## src/rtl/i2c_apb_pkg.sv

```systemverilog
// Shared constants for the APB register front end of the I2C controller:
// register addresses, APB state encoding and STATUS bit positions.
package i2c_apb_pkg;

    // Register map (word-less byte addresses on PADDR)
    localparam int unsigned REG_PRESCALE = 2;  // write-only
    localparam int unsigned REG_STATUS   = 3;  // read-only
    localparam int unsigned REG_CMD      = 4;  // write-only
    localparam int unsigned REG_RX_DATA  = 5;  // read-only
    localparam int unsigned REG_TX_DATA  = 6;  // write-only

    // STATUS register bit positions; all higher bits read as zero
    localparam int BIT_TX_FULL     = 0;
    localparam int BIT_TX_EMPTY    = 1;
    localparam int BIT_RX_FULL     = 2;
    localparam int BIT_RX_EMPTY    = 3;
    localparam int BIT_RX_OVERFLOW = 4;
    localparam int BIT_CORE_BUSY   = 5;

    // APB slave sequencer: one SETUP, one WAIT, then the RESP cycle with PREADY
    typedef enum logic [1:0] {
        ST_IDLE  = 2'd0,
        ST_SETUP = 2'd1,
        ST_WAIT  = 2'd2,
        ST_RESP  = 2'd3
    } apb_state_t;

endpackage

```

## src/rtl/apb_i2c_regs_if.sv

```systemverilog
// APB bus bundle between a master (CPU side) and the I2C register block.
interface apb_i2c_regs_if #(
    parameter int DATA_W = 8,
    parameter int ADDR_W = 8
);
    logic              PSELx;
    logic              PENABLE;
    logic              PWRITE;
    logic [ADDR_W-1:0] PADDR;
    logic [DATA_W-1:0] PWDATA;
    logic              PREADY;
    logic              PSLVERR;
    logic [DATA_W-1:0] PRDATA;

    modport master (
        output PSELx, PENABLE, PWRITE, PADDR, PWDATA,
        input  PREADY, PSLVERR, PRDATA
    );

    modport slave (
        input  PSELx, PENABLE, PWRITE, PADDR, PWDATA,
        output PREADY, PSLVERR, PRDATA
    );
endinterface

```

## src/rtl/i2c_apb_fifo.sv

```systemverilog
// First-word-fall-through FIFO used for both the TX and RX byte queues.
// DEPTH must be a power of two so the pointers wrap by natural overflow.
// A pop on an empty FIFO is ignored; a push on a full FIFO is accepted
// only when a pop frees a slot in the same cycle.
module i2c_apb_fifo #(
    parameter int DATA_W = 8,
    parameter int DEPTH  = 4
) (
    input  logic              clk,
    input  logic              rst_n,
    input  logic              push,
    input  logic [DATA_W-1:0] push_data,
    input  logic              pop,
    output logic [DATA_W-1:0] head,
    output logic              full,
    output logic              empty
);
    localparam int PTR_W = (DEPTH > 1) ? $clog2(DEPTH) : 1;
    localparam int CNT_W = $clog2(DEPTH + 1);

    logic [DATA_W-1:0] mem [DEPTH];
    logic [PTR_W-1:0]  wr_ptr;
    logic [PTR_W-1:0]  rd_ptr;
    logic [CNT_W-1:0]  count;
    logic              do_push;
    logic              do_pop;

    assign empty   = (count == '0);
    assign full    = (count == CNT_W'(DEPTH));
    assign do_pop  = pop && !empty;
    assign do_push = push && (!full || do_pop);
    assign head    = mem[rd_ptr];

    // Pointer and occupancy bookkeeping
    always_ff @(posedge clk or negedge rst_n) begin
        // NOTE: sequential state uses non-blocking assignments so every register samples pre-edge values.
        if (!rst_n) begin
            wr_ptr <= '0;
            rd_ptr <= '0;
            count  <= '0;
        end else begin
            if (do_push) wr_ptr <= wr_ptr + PTR_W'(1);
            if (do_pop)  rd_ptr <= rd_ptr + PTR_W'(1);
            case ({do_push, do_pop})
                2'b10:   count <= count + CNT_W'(1);
                2'b01:   count <= count - CNT_W'(1);
                default: count <= count;
            endcase
        end
    end

    // Storage write port
    // NOTE: the storage array has no reset; an entry is only visible after it has been written.
    always_ff @(posedge clk) begin
        if (do_push) mem[wr_ptr] <= push_data;
    end

endmodule

```

## src/rtl/apb_i2c_regs.sv

```systemverilog
// APB register front end for an I2C engine: PRESCALE and CMD registers,
// a TX FIFO drained by the engine, an RX FIFO filled by the engine and a
// STATUS register with a sticky RX overflow flag. Every transfer takes
// SETUP -> WAIT -> RESP; side effects commit on the edge that ends RESP.
module apb_i2c_regs
    import i2c_apb_pkg::*;
#(
    parameter int DATA_W     = 8,
    parameter int ADDR_W     = 8,
    parameter int FIFO_DEPTH = 4
) (
    input  logic                PCLK,
    input  logic                PRESETn,
    apb_i2c_regs_if.slave       apb,
    output logic [DATA_W-1:0]   prescale,
    output logic [DATA_W-1:0]   cmd,
    output logic                cmd_valid,
    output logic [DATA_W-1:0]   tx_data,
    output logic                tx_valid,
    input  logic                tx_ready,
    input  logic [DATA_W-1:0]   rx_data,
    input  logic                rx_valid,
    input  logic                core_busy
);
    apb_state_t        state_q;
    apb_state_t        state_d;

    logic [ADDR_W-1:0] addr_q;
    logic              write_q;
    logic [DATA_W-1:0] wdata_q;

    logic              hit_prescale;
    logic              hit_status;
    logic              hit_cmd;
    logic              hit_rx_data;
    logic              hit_tx_data;
    logic              addr_ok;
    logic              dir_err;
    logic              full_err;
    logic              empty_err;
    logic              xfer_err;
    logic              in_resp;
    logic              commit;

    logic              wr_prescale;
    logic              wr_cmd;
    logic              wr_tx;
    logic              rd_rx;
    logic              rd_status;

    logic              tx_full;
    logic              tx_empty;
    logic              tx_pop;
    logic              rx_full;
    logic              rx_empty;
    logic              rx_push;
    logic [DATA_W-1:0] rx_head;
    logic              rx_overflow;
    logic              rx_overflow_set;

    logic [DATA_W-1:0] status_word;
    logic [DATA_W-1:0] prdata;

    // APB sequencer state register
    always_ff @(posedge PCLK or negedge PRESETn) begin
        if (!PRESETn) state_q <= ST_IDLE;
        else          state_q <= state_d;
    end

    // APB sequencer next state; losing PSELx before RESP abandons the transfer
    always_comb begin
        // NOTE: assign the default first so no path leaves state_d unassigned and infers a latch.
        state_d = state_q;
        case (state_q)
            ST_IDLE:  if (apb.PSELx && !apb.PENABLE) state_d = ST_SETUP;
            ST_SETUP: state_d = apb.PSELx ? ST_WAIT : ST_IDLE;
            ST_WAIT:  state_d = apb.PSELx ? ST_RESP : ST_IDLE;
            ST_RESP:  state_d = (apb.PSELx && !apb.PENABLE) ? ST_SETUP : ST_IDLE;
            default:  state_d = ST_IDLE;
        endcase
    end

    // Latch address, direction and write data as the transfer enters SETUP
    always_ff @(posedge PCLK or negedge PRESETn) begin
        if (!PRESETn) begin
            addr_q  <= '0;
            write_q <= 1'b0;
            wdata_q <= '0;
        end else if (state_d == ST_SETUP) begin
            addr_q  <= apb.PADDR;
            write_q <= apb.PWRITE;
            wdata_q <= apb.PWDATA;
        end
    end

    // Address decode and error classification from the captured request
    assign hit_prescale = (addr_q == ADDR_W'(REG_PRESCALE));
    assign hit_status   = (addr_q == ADDR_W'(REG_STATUS));
    assign hit_cmd      = (addr_q == ADDR_W'(REG_CMD));
    assign hit_rx_data  = (addr_q == ADDR_W'(REG_RX_DATA));
    assign hit_tx_data  = (addr_q == ADDR_W'(REG_TX_DATA));
    assign addr_ok      = hit_prescale | hit_status | hit_cmd | hit_rx_data | hit_tx_data;
    assign dir_err      = write_q ? (hit_status | hit_rx_data)
                                  : (hit_prescale | hit_cmd | hit_tx_data);

    // A TX write into a full FIFO is fine when the engine pops that same cycle
    assign tx_pop    = tx_valid & tx_ready;
    assign full_err  = write_q & hit_tx_data & tx_full & ~tx_pop;
    assign empty_err = ~write_q & hit_rx_data & rx_empty;
    assign xfer_err  = ~addr_ok | dir_err | full_err | empty_err;

    assign in_resp     = (state_q == ST_RESP);
    assign commit      = in_resp & ~xfer_err;
    assign wr_prescale = commit &  write_q & hit_prescale;
    assign wr_cmd      = commit &  write_q & hit_cmd;
    assign wr_tx       = commit &  write_q & hit_tx_data;
    assign rd_rx       = commit & ~write_q & hit_rx_data;
    assign rd_status   = commit & ~write_q & hit_status;

    // STATUS image, upper bits zero
    always_comb begin
        status_word                  = '0;
        status_word[BIT_TX_FULL]     = tx_full;
        status_word[BIT_TX_EMPTY]    = tx_empty;
        status_word[BIT_RX_FULL]     = rx_full;
        status_word[BIT_RX_EMPTY]    = rx_empty;
        status_word[BIT_RX_OVERFLOW] = rx_overflow;
        status_word[BIT_CORE_BUSY]   = core_busy;
    end

    // Read data is driven only for a successful read in RESP
    always_comb begin
        prdata = '0;
        if (commit && !write_q) begin
            if (hit_status)       prdata = status_word;
            else if (hit_rx_data) prdata = rx_head;
        end
    end

    assign apb.PREADY  = in_resp;
    assign apb.PSLVERR = in_resp & xfer_err;
    assign apb.PRDATA  = prdata;

    // PRESCALE and CMD registers; cmd_valid is a one-cycle strobe after the commit
    always_ff @(posedge PCLK or negedge PRESETn) begin
        if (!PRESETn) begin
            prescale  <= '0;
            cmd       <= '0;
            cmd_valid <= 1'b0;
        end else begin
            cmd_valid <= wr_cmd;
            if (wr_prescale) prescale <= wdata_q;
            if (wr_cmd)      cmd      <= wdata_q;
        end
    end

    // Sticky overflow: a new overflow wins over a same-cycle STATUS read clear
    assign rx_overflow_set = rx_valid & rx_full;
    assign rx_push         = rx_valid & ~rx_full;

    always_ff @(posedge PCLK or negedge PRESETn) begin
        if (!PRESETn) rx_overflow <= 1'b0;
        else          rx_overflow <= rx_overflow_set | (rx_overflow & ~rd_status);
    end

    assign tx_valid = ~tx_empty;

    i2c_apb_fifo #(
        .DATA_W (DATA_W),
        .DEPTH  (FIFO_DEPTH)
    ) u_tx_fifo (
        .clk       (PCLK),
        .rst_n     (PRESETn),
        .push      (wr_tx),
        .push_data (wdata_q),
        .pop       (tx_pop),
        .head      (tx_data),
        .full      (tx_full),
        .empty     (tx_empty)
    );

    // The RX side has no backpressure, so a push into a full FIFO is dropped
    // even when an APB read pops in the same cycle.
    i2c_apb_fifo #(
        .DATA_W (DATA_W),
        .DEPTH  (FIFO_DEPTH)
    ) u_rx_fifo (
        .clk       (PCLK),
        .rst_n     (PRESETn),
        .push      (rx_push),
        .push_data (rx_data),
        .pop       (rd_rx),
        .head      (rx_head),
        .full      (rx_full),
        .empty     (rx_empty)
    );

endmodule
```

## src/flat_wrapper.sv

```systemverilog
// flat-port wrapper written by rule: the top's interface ports become plain ports
module apb_i2c_regs_flat import i2c_apb_pkg::*;
#(
    parameter int DATA_W     = 8,
    parameter int ADDR_W     = 8,
    parameter int FIFO_DEPTH = 4
)
  (PCLK, PRESETn, prescale, cmd, cmd_valid, tx_data, tx_valid, tx_ready, rx_data, rx_valid, core_busy, apb_PSELx, apb_PENABLE, apb_PWRITE, apb_PADDR, apb_PWDATA, apb_PREADY, apb_PSLVERR, apb_PRDATA);
  apb_i2c_regs_if #(.DATA_W(DATA_W), .ADDR_W(ADDR_W)) apb_i ();
  input  logic PCLK;
  input  logic PRESETn;
  output logic [DATA_W-1:0] prescale;
  output logic [DATA_W-1:0] cmd;
  output logic cmd_valid;
  output logic [DATA_W-1:0] tx_data;
  output logic tx_valid;
  input  logic tx_ready;
  input  logic [DATA_W-1:0] rx_data;
  input  logic rx_valid;
  input  logic core_busy;
  input wire logic [$bits(apb_i.PSELx)-1:0] apb_PSELx;
  input wire logic [$bits(apb_i.PENABLE)-1:0] apb_PENABLE;
  input wire logic [$bits(apb_i.PWRITE)-1:0] apb_PWRITE;
  input wire logic [$bits(apb_i.PADDR)-1:0] apb_PADDR;
  input wire logic [$bits(apb_i.PWDATA)-1:0] apb_PWDATA;
  output wire logic [$bits(apb_i.PREADY)-1:0] apb_PREADY;
  output wire logic [$bits(apb_i.PSLVERR)-1:0] apb_PSLVERR;
  output wire logic [$bits(apb_i.PRDATA)-1:0] apb_PRDATA;
  assign apb_i.PSELx = apb_PSELx;
  assign apb_i.PENABLE = apb_PENABLE;
  assign apb_i.PWRITE = apb_PWRITE;
  assign apb_i.PADDR = apb_PADDR;
  assign apb_i.PWDATA = apb_PWDATA;
  assign apb_PREADY = apb_i.PREADY;
  assign apb_PSLVERR = apb_i.PSLVERR;
  assign apb_PRDATA = apb_i.PRDATA;
  apb_i2c_regs #(.DATA_W(DATA_W), .ADDR_W(ADDR_W), .FIFO_DEPTH(FIFO_DEPTH)) u_core (.PCLK(PCLK), .PRESETn(PRESETn), .apb(apb_i), .prescale(prescale), .cmd(cmd), .cmd_valid(cmd_valid), .tx_data(tx_data), .tx_valid(tx_valid), .tx_ready(tx_ready), .rx_data(rx_data), .rx_valid(rx_valid), .core_busy(core_busy));
endmodule
```

## config.mk

```make
export PLATFORM = sky130hd
export DESIGN_NAME = apb_i2c_regs_flat
export DESIGN_NICKNAME = d
export VERILOG_FILES = /design/src/rtl/i2c_apb_pkg.sv /design/src/rtl/apb_i2c_regs_if.sv /design/src/rtl/i2c_apb_fifo.sv /design/src/rtl/apb_i2c_regs.sv /design/src/flat_wrapper.sv
export SDC_FILE = /design/constraint.sdc
export NUM_CORES = 1
export LEC_CHECK = 0
export CAP_MARGIN = 30
export CORE_UTILIZATION = 49
export CTS_CLUSTER_DIAMETER = 150
export DETAILED_ROUTE_END_ITERATION = 16
export GPL_ROUTABILITY_DRIVEN = 1
export PLACE_DENSITY = 0.76
export SETUP_SLACK_MARGIN = 0.5
export SLEW_MARGIN = 25
export SYNTH_ARGS = -nofsm -noshare
export SYNTH_HDL_FRONTEND = slang
export SYNTH_HIERARCHICAL = 1
export SYNTH_SLANG_ARGS = --single-unit
```

## constraint.sdc

```tcl
create_clock -name PCLK -period 2.75 [get_ports PCLK]
set_input_delay 0.275 -clock PCLK [delete_from_list [all_inputs] [get_ports PCLK]]
set_output_delay 0.275 -clock PCLK [all_outputs]
set_load 0.01 [all_outputs]
```

==> flow_metrics.tcl, run 1 <==
set metrics [dict create \
    outcome "finished with violations" \
    violations "negative setup slack" \
    dr.first_iter.drc_count 159 \
    htree_levels 4 \
    synthCells 293 \
    finalCritPeriodShare 1.053 \
    cts_buffer_depth 2 \
    synthesis.area_sq_um 4873 \
    clockPowerShare 0.353 \
    die_area_sq_um 10350 \
    tightest_slew_ns 0.4994 \
    first_global_vias 3052 \
    p_int_mw 4.219 \
    start_util 0.5032 \
    peakVddDrop_mv 0.6875 \
    end_kind "output pin" \
    core_area_sq_um 9684 \
    seqCellArea_sq_um 3201 \
    synth-async-reset-ratio 0.4435 \
    rsz0062_at_grt "yes" \
    globalplace.congestion 0.7581 \
    fill_cells 620 \
    clock-sinks 115 \
    setup_viol 8 \
    synth_area_leader_cell "edfxtp_1" \
    cts.clk_slew.worst_paths_ns 0.06 \
    drt_wl_total_mm 10.44 \
    ys_types 42 \
    numCtsBuffers 17 \
    drc_errors 0 \
    drv_slew 0 \
    final_cell_mix "edfxtp_1, dfrtp_1, clkdlybuf4s50_1" \
    fmax_mhz 345.5 \
    hpwl_mm 6.234 \
    avgViaCountPerCell 5.201 \
    seqPwrFrac 0.405 \
    slew_headroom 0.6671 \
    arrival_ns 2.62 \
    skew_ns 0.01014 \
    hold_ws_ns 0.2136 \
    antenna_cells 0 \
    clock-root-buffer "clkbuf_8" \
    io_pins 68 \
    crit_required_ns 2.48 \
    yosysWarnings 6 \
    multiInputGateArea_sq_um 1742 \
    crit_slowest_cell "or4_4" \
    drv_cap 0 \
    leakagePower_nw 2.746 \
    dr.pass1.iters 6 \
    grt_max_degree 39 \
    hold_viol 0 \
    cp_cell_sequence "or4_4 -> or4_4 -> nor4b_4 -> buf_4 -> buf_4 -> and2_4 -> buf_6" \
    antenna_found_initial 0 \
    num_vias 2928 \
    die_x_um 101.7 \
    drive_gt1_frac 0.4372 \
    setup_tns_ns -0.7025 \
    rows 36 \
    grt_use_total 0.2178 \
    final_area_sq_um 6854 \
    overflow 0 \
    fin_crit_ns 2.895 \
    path_class "flip-flop to output pin" \
    syn_to_final_growth_pct 40.64 \
    cp_slowest_stage_delay_ns 0.55 \
    synth_edf_count 64 \
    critical_path.startpoint_type "flip-flop" \
    fin_nets 461 \
    seq_area_frac_synth 0.6562 \
    grt_pass1_wl_mm 16.01 \
    power_switching_mw 1.715 \
    power_frac_comb 0.242 \
    synth_top_area_frac 0.3944 \
    final_util 0.7078 \
    crit_family "simple AND/OR/NAND/NOR gates" \
    ant_nets 0 \
    powerDensity_nw_per_um2 865.8 \
    die_y_um 101.7 \
    synth_top_flop_cell "edfxtp_1" \
    syn-num-nets 337 \
    hp-class "input pin to asynchronous set/reset pin" \
    ys_ff_latch 115 \
    place.port_buffers 67 \
    setup_ws_ns -0.1446 \
    layout_commonest_cell "edfxtp_1" \
    placed_cell_area_sq_um 5846 \
    cts_tree "done" \
    wl_per_cell_um 18.54 \
    syn_avg_cell_area_sq_um 16.63 \
    critPathMaxFanout 3 \
    clock_latency_ns 0.52 \
    crit_buf_inv 3 \
    synth_area_leaders "edfxtp_1, dfrtp_1, mux4_2" \
    swShare 0.2890 \
]
metal layers:
layer | vias to the layer above | track usage | part of all wire
li1 | 1327 | - | -
met1 | 1518 | 0.2657 | 0.41
met2 | 64 | 0.3659 | 0.53
met3 | 19 | 0.06211 | 0.034
met4 | 0 | 0.08807 | 0.023
met5 | - | 0 | 0
final timing paths:
path / depth (start not counted) / start / slack [ns] / endpoint
max in group asynchronous: 3 / PRESETn / 1.72 / u_core/u_rx_fifo/count[1]
min in group PCLK: 3 / apb_PADDR[0] / 0.35 / u_core/addr_q[0]
worst min register to register: 1 / u_core/prescale[5] / 0.50 / u_core/prescale[5]
worst max-delay path: 7 / u_core/addr_q[6] / -0.14 / apb_PRDATA[6]
worst max register to register: 10 / u_core/addr_q[6] / -0.09 / u_core/u_rx_fifo/count[2]
worst min-delay path: 2 / PRESETn / 0.21 / u_core/wdata_q[3]
sequential cells by signal, summed over array words and instances (netlist names):
register,flops
u_core/write_q,1
u_core/u_tx_fifo/count,3
u_core/rx_overflow,1
u_core/state_q,2
u_core/u_tx_fifo/wr_ptr,2
u_core/prescale,8
u_core/addr_q,8
u_core/u_tx_fifo/mem,32
u_core/u_rx_fifo/rd_ptr,2
u_core/u_rx_fifo/wr_ptr,2
u_core/u_rx_fifo/count,3
u_core/cmd_valid,1
u_core/wdata_q,8
u_core/cmd,8
u_core/u_rx_fifo/mem,32
u_core/u_tx_fifo/rd_ptr,2
final cells by class:
class                   instances  area share
repair buffers                115      0.1610
flip-flops and latches        115      0.4670
well taps                     133     0.02428
clock inverters                15     0.02245
multi-input cells             149      0.2541
clock buffers                  17     0.06042
inverters                      19     0.01077
per-stage QoR:
stage          worst slack (ns)  power [mW]  instances
5_1_grt                 -0.2619       6.209        563
3_3_place_gp           -0.06303       3.524        501
3_5_place_dp            -0.1016       3.586        501
4_1_cts                 -0.1408       5.867        551
6_report                -0.1446       5.934        563
2_1_floorplan          -0.08842       3.137        293
synthesized netlist by cell type, types with 3 or more instances:
cell type / n
nor2_1: 8
o21ai_0: 4
mux2_2: 30
inv_1: 19
edfxtp_1: 64
ha_1: 10
nor3b_1: 3
buf_2: 4
dfrtp_1: 51
buf_1: 3
and2_1: 3
xnor2_1: 6
a22oi_1: 6
and2_2: 8
xor2_1: 7
nor2b_1: 6
nor3_1: 3
nand2_1: 8
mux4_2: 16
power groups by stage:
stage          Combinational (mW)  Sequential, mW  Clock (mW)
6_report                     1.44            2.40        2.10
5_1_grt                      1.57            2.44        2.20
4_1_cts                      1.35            2.39        2.12
3_5_place_dp                 1.13            2.46           0
3_3_place_gp                 1.09            2.44           0
2_1_floorplan               0.828            2.31           0
logic make-up (layout without fill, tap and decap cells):
logic type	count (synthesis)	in the layout	synth area share
AO/OA/AOI/OAI	19	19	0.03081
XOR/XNOR	13	13	0.02336
flip-flops	115	115	0.6562
adder cells (fa/ha/maj)	13	13	0.03594
multiplexers	51	51	0.1558
buffers and inverters	29	166	0.02490
AND/OR/NAND/NOR	53	53	0.07291
timing repair:
action / 4_1_cts / 5_1_grt
pin swaps: 15 / 12
gates resized for setup: 90 / 18
hold endpoints to repair: 13 / 0
buffers inserted: 17 / 12
hold buffers: 1 / 0
endpoints found under the setup margin: 91 / 85
(Power assumes the default switching activity.)
==> inputs of run 2 (changes only) <==
- REMOVE_ABC_BUFFERS: default -> 1
- SYNTH_HIERARCHICAL: 1 -> default
==> flow_metrics.tcl, run 2 <==
set metrics [dict create \
    grt_use_total 0.2099 \
    place_ws_ns -0.2139 \
    synthesis.area_sq_um 4821 \
    worst_path_most_repeated_cell "or4_4" \
    cts_buffer_depth 2 \
    dr.first_iter.drc_count 133 \
    start_util 0.5144 \
    syn_to_final_growth_pct 34.47 \
    r2r_start "u_core.addr_q[6]" \
    clockPowerShare 0.364 \
    biggestRegsByFlops "u_core.u_rx_fifo.mem x32, u_core.u_tx_fifo.mem x32" \
    synth_area_leaders "edfxtp_1, dfrtp_1, mux4_2" \
    hold_viol 0 \
    wl_per_cell_um 18.24 \
    peakVddDrop_mv 0.5746 \
    die_y_um 101.2 \
    clock-sinks 115 \
    final_cells 539 \
    synth_top_flop_cell "edfxtp_1" \
    synth-async-reset-ratio 0.4435 \
    layout_commonest_cell "edfxtp_1" \
    drt_wl_total_mm 9.833 \
    hp-class "input pin to asynchronous set/reset pin" \
    regToRegSetupSlack_ns -0.07 \
    yosys-top-cells-count "edfxtp_1, dfrtp_1, mux2_2, inv_1, mux4_2" \
    antenna_found_initial 0 \
    final_cell_mix "edfxtp_1, dfrtp_1, clkdlybuf4s50_1" \
    p_int_mw 3.934 \
    swShare 0.2828 \
    final_area_sq_um 6482 \
    powerDensity_nw_per_um2 846.2 \
    dr.pass1.iters 4 \
    synth_area_leader_cell "edfxtp_1" \
    seqPwrFrac 0.435 \
    globalplace.congestion 0.8359 \
    rsz0062_at_grt "yes" \
    critPathMaxFanout 3 \
    crit_slowest_cell "or4_4" \
    antenna_cells 0 \
    numCtsBuffers 17 \
    power_switching_mw 1.551 \
    fin_nets 441 \
    htree_levels 4 \
    drive_gt1_frac 0.3537 \
    clock_latency_ns 0.52 \
    cp_cell_sequence "or4_4 -> or3_4 -> or4_4 -> buf_6 -> nor2b_1 -> buf_2" \
    violations "negative setup slack" \
    overflow 0 \
    drv_slew 0 \
    clock-root-buffer "clkbuf_8" \
    setup_viol 13 \
    syn_avg_cell_area_sq_um 16.86 \
    crit_buf_inv 2 \
    hpwl_mm 6.191 \
    grt_max_degree 27 \
    place.port_buffers 67 \
    synthCells 286 \
    hold_ws_ns 0.2996 \
    final_util 0.6917 \
    power_frac_comb 0.201 \
    num_vias 2824 \
    tightest_slew_ns 0.6121 \
    setup_ws_ns -0.1146 \
    end_kind "output pin" \
    die_area_sq_um 10240 \
    io_pins 68 \
    cp_slowest_stage_delay_ns 0.55 \
    slew_headroom 0.5919 \
    power_mw 5.485 \
    avgViaCountPerCell 5.239 \
    core_area_sq_um 9371 \
    seq_area_frac_synth 0.6634 \
    die_x_um 101.2 \
    yosysMostFrequentCell "edfxtp_1" \
    outcome "finished with violations" \
    fmax_mhz 349.1 \
    cts_tree "done" \
    placed_cells 490 \
    drv_cap 0 \
    setup_tns_ns -0.4075 \
    leakagePower_nw 2.581 \
    synth_edf_count 64 \
    ys_ff_latch 115 \
    rows 35 \
    cts.clk_slew.worst_paths_ns 0.06 \
    path_class "flip-flop to output pin" \
    arrival_ns 2.59 \
    crit_family "simple AND/OR/NAND/NOR gates" \
    placed_cell_area_sq_um 5729 \
    first_global_vias 3070 \
    finalCritPeriodShare 1.042 \
    critical_path.startpoint_type "flip-flop" \
    crit_required_ns 2.48 \
    drc_errors 0 \
    r2r_end "u_core.u_rx_fifo.count[2]" \
    synth_top_area_frac 0.3987 \
    r2r_cells 10 \
    fin_crit_ns 2.865 \
    ant_nets 0 \
    yosysWarnings 0 \
    grt_pass1_wl_mm 15.40 \
    ys_types 42 \
    skew_ns 0.01003 \
]
## run 2: power by group through the flow
| stage | registers, mW | logic (mW) | clock network, mW |
|---|---|---|---|
| 3_5_place_dp | 2.44 | 1.01 | 0 |
| 5_1_grt | 2.42 | 1.21 | 2.09 |
| 3_3_place_gp | 2.42 | 0.963 | 0 |
| 4_1_cts | 2.37 | 1.08 | 2.02 |
| 2_1_floorplan | 2.37 | 0.620 | 0 |
| 6_report | 2.39 | 1.10 | 2.00 |
## run 2: worst max path at each step
| stage | endpoint | depth (start not counted) | start |
|---|---|---|---|
| after floorplan | u_core.u_rx_fifo.count[2] | 10 | u_core.addr_q[5] |
| after global placement | u_core.u_rx_fifo.count[2] | 10 | u_core.addr_q[5] |
| after detailed placement | u_core.u_rx_fifo.count[2] | 10 | u_core.addr_q[5] |
| after CTS | apb_PRDATA[6] | 6 | u_core.addr_q[6] |
| after global routing | apb_PRDATA[6] | 6 | u_core.addr_q[6] |
| final | apb_PRDATA[6] | 6 | u_core.addr_q[6] |
## run 2: final cells by class
class                      instances  area [sq um]
clock buffer                      18         417.9
clock inverter                    14         130.1
fill                             639          2889
inverter                          16         60.06
multi-input combinational        147          1627
sequential                       115          3199
tap                              129         161.4
timing repair buffer             100         887.1
## run 2: kinds of logic after synthesis
logic type,synth area share
compound gates,0.02180
simple gates,0.07164
xor+xnor,0.02362
flops,0.6634
mux,0.1648
fa+ha+maj,0.03426
buf+inv,0.02050
## run 2: worst register-to-register path, stage by stage, from the launching register on
cell and delay, ns:
dfrtp_1 0.37, or4_4 0.55, or3_4 0.35, or4_4 0.44, inv_2 0.09, ha_4 0.14, inv_2 0.04, fa_2 0.35
xor2_1 0.15, nor2_1 0.12, xor2_1 0.15
## run 2: repair_timing
item / in CTS / in global routing
cloned: 0 / 1
buffers inserted: 12 / 3
gates resized for setup: 64 / 20
pin swaps: 11 / 12
hold endpoints to repair: 25 / 0
hold buffers: 1 / 0
setup endpoints to repair: 72 / 64
## run 2: per-layer routing
metal,routed length [um],share of wire,vias to the layer above,global-route usage
li1,-,-,1293,-
met1,4186,0.43,1456,0.2565
met2,5226,0.53,64,0.3548
met3,284,0.029,11,0.05176
met4,136,0.014,0,0.09588
met5,0,0,-,0
